===== config.mk =====
export PLATFORM = sky130hd
export DESIGN_NAME = serv_rf_ram_clr_flat
export DESIGN_NICKNAME = d
export VERILOG_FILES = /design/src/rtl/serv_rf_ram_clr_if.sv /design/src/rtl/serv_rf_ram_clr.sv /design/src/flat_wrapper.sv
export SDC_FILE = /design/constraint.sdc
export NUM_CORES = 2
export LEC_CHECK = 0
export CAP_MARGIN = 20
export CORE_MARGIN = 1
export CORE_UTILIZATION = 57
export DETAILED_ROUTE_END_ITERATION = 16
export DONT_BUFFER_PORTS = 1
export PLACE_DENSITY = 0.75
export SETUP_SLACK_MARGIN = 0.1
export SKIP_LAST_GASP = 1
export SLEW_MARGIN = 20
export SYNTH_ARGS = -nofsm -noshare
export SYNTH_HDL_FRONTEND = slang
export SYNTH_SLANG_ARGS = --single-unit

===== constraint.sdc =====
create_clock -name i_clk -period 9.2 [get_ports i_clk]
set_clock_uncertainty 0.2 [all_clocks]
set_input_delay 0.92 -clock i_clk [delete_from_list [all_inputs] [get_ports i_clk]]
set_output_delay 0.92 -clock i_clk [all_outputs]
set_load 0.005 [all_outputs]

===== src/rtl/serv_rf_ram_clr_if.sv =====
// RAM-side bus between serv_rf_ram_if and the clearing register-file RAM.
// Write/read strobes are plain qualifiers: a request takes effect at the clock edge where it is high.
interface serv_rf_ram_clr_if #(
    parameter int width = 8,
    parameter int aw    = 8
);
    logic [aw-1:0]    i_waddr;
    logic [width-1:0] i_wdata;
    logic             i_wen;
    logic [aw-1:0]    i_raddr;
    logic             i_ren;
    logic [width-1:0] o_rdata;
    logic             o_busy;
    logic             o_perr;

    modport master (
        output i_waddr, i_wdata, i_wen, i_raddr, i_ren,
        input  o_rdata, o_busy, o_perr
    );

    modport slave (
        input  i_waddr, i_wdata, i_wen, i_raddr, i_ren,
        output o_rdata, o_busy, o_perr
    );
endinterface


===== src/rtl/serv_rf_ram_clr.sv =====
// Register-file RAM that zeroes every word after reset before accepting traffic.
// Optional per-word even parity is enabled with `define SERV_RF_RAM_PARITY_EN.
module serv_rf_ram_clr #(
    parameter int width    = 8,
    parameter int csr_regs = 4,
    parameter int aw       = 5 + $clog2(32 + csr_regs) - $clog2(width)
) (
    input  logic               i_clk,
    input  logic               i_rst,
    serv_rf_ram_clr_if.slave   bus,
    output logic [1:0]         o_dbg_state
);
    localparam int depth = 2 ** aw;
`ifdef SERV_RF_RAM_PARITY_EN
    localparam int mw = width + 1;
`else
    localparam int mw = width;
`endif

    typedef enum logic [1:0] {ST_RST = 2'd0, ST_CLEAR = 2'd1, ST_RUN = 2'd2} state_e;

    logic [mw-1:0]    mem_q [depth];
    state_e           state_q, state_d;
    logic [aw-1:0]    clr_cnt_q, clr_cnt_d;
    logic [width-1:0] rdata_q, rdata_d;
    logic             perr_q, perr_d;
    logic             busy_q, busy_d;
    logic             mem_we;
    logic [aw-1:0]    mem_waddr;
    logic [mw-1:0]    mem_wword;
    logic [mw-1:0]    rd_word;

    // Stored word: data plus, when enabled, a bit that makes the total popcount even.
    function automatic logic [mw-1:0] encode(input logic [width-1:0] d);
`ifdef SERV_RF_RAM_PARITY_EN
        return {^d, d};
`else
        return d;
`endif
    endfunction

    always_comb begin
        state_d   = state_q;
        clr_cnt_d = clr_cnt_q;
        rdata_d   = rdata_q;
        perr_d    = perr_q;
        mem_we    = 1'b0;
        mem_waddr = bus.i_waddr;
        mem_wword = encode(bus.i_wdata);
        rd_word   = mem_q[bus.i_raddr];
        case (state_q)
            ST_RST: begin
                state_d   = ST_CLEAR;
                clr_cnt_d = '0;
                rdata_d   = '0;
                perr_d    = 1'b0;
            end
            ST_CLEAR: begin
                mem_we    = 1'b1;
                mem_waddr = clr_cnt_q;
                mem_wword = '0;
                clr_cnt_d = clr_cnt_q + 1'b1;
                rdata_d   = '0;
                perr_d    = 1'b0;
                if (clr_cnt_q == {aw{1'b1}}) state_d = ST_RUN;
            end
            ST_RUN: begin
                mem_we = bus.i_wen;
                // Read samples the array before this edge's write lands: old data on collision.
                if (bus.i_ren) begin
                    rdata_d = rd_word[width-1:0];
`ifdef SERV_RF_RAM_PARITY_EN
                    perr_d  = ^rd_word;
`else
                    perr_d  = 1'b0;
`endif
                end
            end
            default: state_d = ST_RST;
        endcase
        if (i_rst) mem_we = 1'b0;
        busy_d = (state_d != ST_RUN);
    end

    always_ff @(posedge i_clk) begin
        if (i_rst) begin
            state_q   <= ST_RST;
            clr_cnt_q <= '0;
            rdata_q   <= '0;
            perr_q    <= 1'b0;
            busy_q    <= 1'b1;
        end else begin
            state_q   <= state_d;
            clr_cnt_q <= clr_cnt_d;
            rdata_q   <= rdata_d;
            perr_q    <= perr_d;
            busy_q    <= busy_d;
        end
    end

    always_ff @(posedge i_clk) begin
        if (mem_we) mem_q[mem_waddr] <= mem_wword;
    end

    assign bus.o_rdata = rdata_q;
    assign bus.o_perr  = perr_q;
    assign bus.o_busy  = busy_q;
    assign o_dbg_state = state_q;
endmodule

===== src/flat_wrapper.sv =====
// flat-port wrapper written by rule: the top's interface ports become plain ports
module serv_rf_ram_clr_flat 
#(
    parameter int width    = 8,
    parameter int csr_regs = 4,
    parameter int aw       = 5 + $clog2(32 + csr_regs) - $clog2(width)
)
  (i_clk, i_rst, o_dbg_state, bus_i_waddr, bus_i_wdata, bus_i_wen, bus_i_raddr, bus_i_ren, bus_o_rdata, bus_o_busy, bus_o_perr);
  serv_rf_ram_clr_if #(.width(width), .aw(aw)) bus_i ();
  input  logic i_clk;
  input  logic i_rst;
  output logic [1:0] o_dbg_state;
  input wire logic [$bits(bus_i.i_waddr)-1:0] bus_i_waddr;
  input wire logic [$bits(bus_i.i_wdata)-1:0] bus_i_wdata;
  input wire logic [$bits(bus_i.i_wen)-1:0] bus_i_wen;
  input wire logic [$bits(bus_i.i_raddr)-1:0] bus_i_raddr;
  input wire logic [$bits(bus_i.i_ren)-1:0] bus_i_ren;
  output wire logic [$bits(bus_i.o_rdata)-1:0] bus_o_rdata;
  output wire logic [$bits(bus_i.o_busy)-1:0] bus_o_busy;
  output wire logic [$bits(bus_i.o_perr)-1:0] bus_o_perr;
  assign bus_i.i_waddr = bus_i_waddr;
  assign bus_i.i_wdata = bus_i_wdata;
  assign bus_i.i_wen = bus_i_wen;
  assign bus_i.i_raddr = bus_i_raddr;
  assign bus_i.i_ren = bus_i_ren;
  assign bus_o_rdata = bus_i.o_rdata;
  assign bus_o_busy = bus_i.o_busy;
  assign bus_o_perr = bus_i.o_perr;
  serv_rf_ram_clr #(.width(width), .csr_regs(csr_regs), .aw(aw)) u_core (.i_clk(i_clk), .i_rst(i_rst), .bus(bus_i), .o_dbg_state(o_dbg_state));
endmodule

==> flow_summary.yaml <==
setup_path:
  critPathLaunchType: "input port"
  path_max_fanout: 576
  arrival_ns: 6.74
  critical_path_required_ns: 9.69
  critPathKind: "input port to register"
  end_kind: "register"
clock_network:
  cts_buffer_depth: 3
  cts_setup_buffers: 0
  clock_sinks: 2067
  insertion_delay_ns: 0.84
  cts_root_buffer: "clkbuf_16"
  cts_tree: "built"
  clkSlewWorstSetupHoldPaths_ns: 0.06
  cts_buffers: 193
  cts_max_level: 4
pwr:
  total_power_mw: 19.3
  sw_frac_of_total: 0.210
  p_int_mw: 15.2
  ir_drop_uv: 220
  p_sw_mw: 4.04
  leakage_nw: 27.6
  clkPwrFrac: 0.412
  power_frac_comb: 0.046
  p_seq_frac: 0.541
  power-per-cell-area_nw_per_um2: 217
synth:
  synth_edf_count: 2048
  avgSynthCellArea_sq_um: 20.8
  synth.most_common_cell: "edfxtp_1"
  synthTopCellsByCount: "2048 x edfxtp_1, 470 x mux4_2, 306 x nor2_1, 181 x mux2i_1, 119 x nand2_1"
  ys_types: 64
  yosys-top-cells-area: "edfxtp_1 76%, mux4_2 13%, mux2i_1 2.2%, nor2_1 1.4%, o221ai_1 0.64%"
  netlist_instances: 3899
  yosysTopAreaCellShare: 0.758
  ys_seq_elements: 2067
  synth_top_area_cell: "edfxtp_1"
  ys_seq_area_frac: 0.763
  syn_nets: 3932
  synthesis.area_sq_um: 81100
  synth_flop_cell: "edfxtp_1"
  yosys_warnings: 0
  async_reset_ff_frac: 0
timing:
  fin_crit_ns: 6.25
  fin_crit_sh: 0.679
  hold_viol_final: 0
  whs_ns: 0.0880
  relSlewSlack: -1.78
  worst_slew_pin_slew_ns: 4.17
  finalMaxSlewViolations: 418
  setup_viol: 0
  clock.fmax_mhz: 160
  rsz0062_at_grt: "false"
final_layout:
  fillers: 9123
  finalNetCount: 3960
  drive_gt1_frac: 0.210
  area_growth_pct: 9.65
  stdcell_count: 5978
  multi_input_area_sq_um: 17800
  design_area_sq_um: 88900
  regArea_sq_um: 61900
  antenna_cells: 0
die:
  fp.dieW_um: 379
  initial_core_util: 0.574
  coreArea_sq_um: 141000
  die_area_sq_um: 144000
  rows: 138
  fp.dieH_um: 379
  io_pins: 40
detailed_routing:
  drt_iter0_drc: 6252
  ant_nets: 0
  drtPass1Iterations: 8
  vias_per_cell: 6.86
  wl_per_cell_um: 33.9
  wl_um: 203000
  drc_errors: 0
  num_vias: 40999
placed_design:
  globalplace.congestion: 0.891
  io_buffers: 0
  dp.cells: 5620
  dpl.hpwl_um: 115000
  placed_area_sq_um: 82600
status:
  violations: "slew limit"
  status: "finished with violations"
global_route:
  grt_first_pass_wirelength_um: 289000
  grt_pass1_vias: 39918
  grt_max_degree: 577
  antenna_found_initial: 8
  track_usage: 0.286
  overflow: 0
worst_hold_path:
  hold_class: "input port to register"
flow_run:
  drv_cap: 0
-- registers in the layout, summed over array words and instances, names as in the netlist --
| register | cells |
|---|---|
| u_core.bus.o_rdata | 8 |
| u_core.bus.o_busy | 1 |
| u_core.mem_q | 2048 |
| u_core.o_dbg_state | 2 |
| u_core.clr_cnt_q | 8 |
-- layout by cell type (no fill, tap or decap), types with 7 or more instances in the layout --
| master | synthesis | final |
|---|---|---|
| edfxtp_1 | 2048 | 2048 |
| mux4_2 | 470 | 470 |
| nor2_1 | 306 | 305 |
| clkbuf_16 | 0 | 197 |
| mux2i_1 | 181 | 181 |
| nand2_1 | 119 | 119 |
| o22ai_1 | 59 | 59 |
| o221ai_1 | 59 | 59 |
| buf_4 | 19 | 55 |
| clkinv_1 | 2 | 52 |
| a21oi_1 | 50 | 50 |
| nor3_1 | 52 | 42 |
| clkinv_2 | 0 | 37 |
| nand3_1 | 32 | 32 |
| o21ai_0 | 32 | 32 |
| clkbuf_1 | 82 | 31 |
| bufinv_16 | 0 | 19 |
| dfxtp_1 | 19 | 19 |
| a22oi_1 | 17 | 17 |
| or2_2 | 15 | 15 |
| a211oi_1 | 15 | 15 |
| mux4_1 | 14 | 14 |
| a31oi_1 | 12 | 12 |
| nor2b_1 | 19 | 11 |
| inv_1 | 11 | 10 |
| nor3_2 | 0 | 10 |
| nand2b_1 | 11 | 10 |
| and3_1 | 10 | 10 |
| mux2_2 | 9 | 9 |
| nand4_1 | 9 | 9 |
| nor2b_4 | 0 | 8 |
| a2111oi_0 | 8 | 7 |
| inv_6 | 0 | 7 |
| clkinvlp_4 | 0 | 7 |
-- worst max-delay path, stage by stage --
cell	delay (ns)
mux4_2	2.00
o22ai_1	0.34
nor3_1	0.15
a32oi_1	0.27
nor3_1	0.08
nor4bb_1	0.84
o41ai_1	0.19
-- worst paths after layout --
path | slack [ns] | end | from | cells after the start
min | 0.09 | u_core.bus.o_rdata[4]$_SDFFE_PP0P_ | bus_i_raddr[6] | 2
max | 2.95 | u_core.bus.o_rdata[7]$_SDFFE_PP0P_ | bus_i_raddr[0] | 7
min reg2reg | 0.35 | u_core.clr_cnt_q[3]$_SDFFE_PP0P_ | u_core.clr_cnt_q[3]$_SDFFE_PP0P_ | 2
max reg2reg | 4.74 | u_core.mem_q[57][5]$_DFFE_PP_ | u_core.o_dbg_state[1]$_SDFF_PP0_ | 8
-- layout make-up --
type,instances,share of cell area
sequential,2067,0.696
multi-input combinational,1586,0.201
clock buffer,228,0.0567
tap,1890,0.0266
clock inverter,128,0.0133
timing repair buffer,64,0.00653
inverter,15,0.000661
-- cell families (layout without fill, tap and decap cells) --
family / Yosys count / after routing / synth area share
flip-flops: 2067 / 2067 / 0.763
multiplexers: 674 / 674 / 0.159
AND/OR/NAND/NOR: 601 / 601 / 0.0322
AO/OA/AOI/OAI: 305 / 305 / 0.0265
buffers and inverters: 246 / 435 / 0.0190
adder cells (fa/ha/maj): 5 / 5 / 0.000771
other: 1 / 1 / 0.0000462
-- timing repair --
item	CTS	global route
endpoints found under the setup margin	0	0
hold endpoints to repair	11	0
resized for setup	0	0
hold buffers	1	0
-- metrics by stage --
step	utilization	setup slack (ns)	setup TNS, ns
floorplan	-	-0.130	-259.55
global placement	0.584	4.46	0
detailed placement	0.584	4.46	0
CTS	0.628	4.84	0
global route	0.629	4.54	0
finish	0.629	2.95	0
-- power groups by stage --
stage,Clock [mW],Sequential [mW],Combinational [mW]
final,7.95,10.4,0.892
after CTS,7.97,10.4,0.839
after global routing,8.30,10.4,0.884
after global placement,0,10.6,0.817
after detailed placement,0,10.6,0.833
after floorplan,0,10.7,0.627
-- layer usage --
metal | GRT usage | part of all wire | vias up
met5 | 0 | 0.00024 | -
met2 | 0.432 | 0.46 | 2967
met1 | 0.403 | 0.37 | 21289
met4 | 0.114 | 0.042 | 8
met3 | 0.0737 | 0.13 | 452
li1 | - | - | 16283
Note: power is estimated with default switching activity, not from simulation.
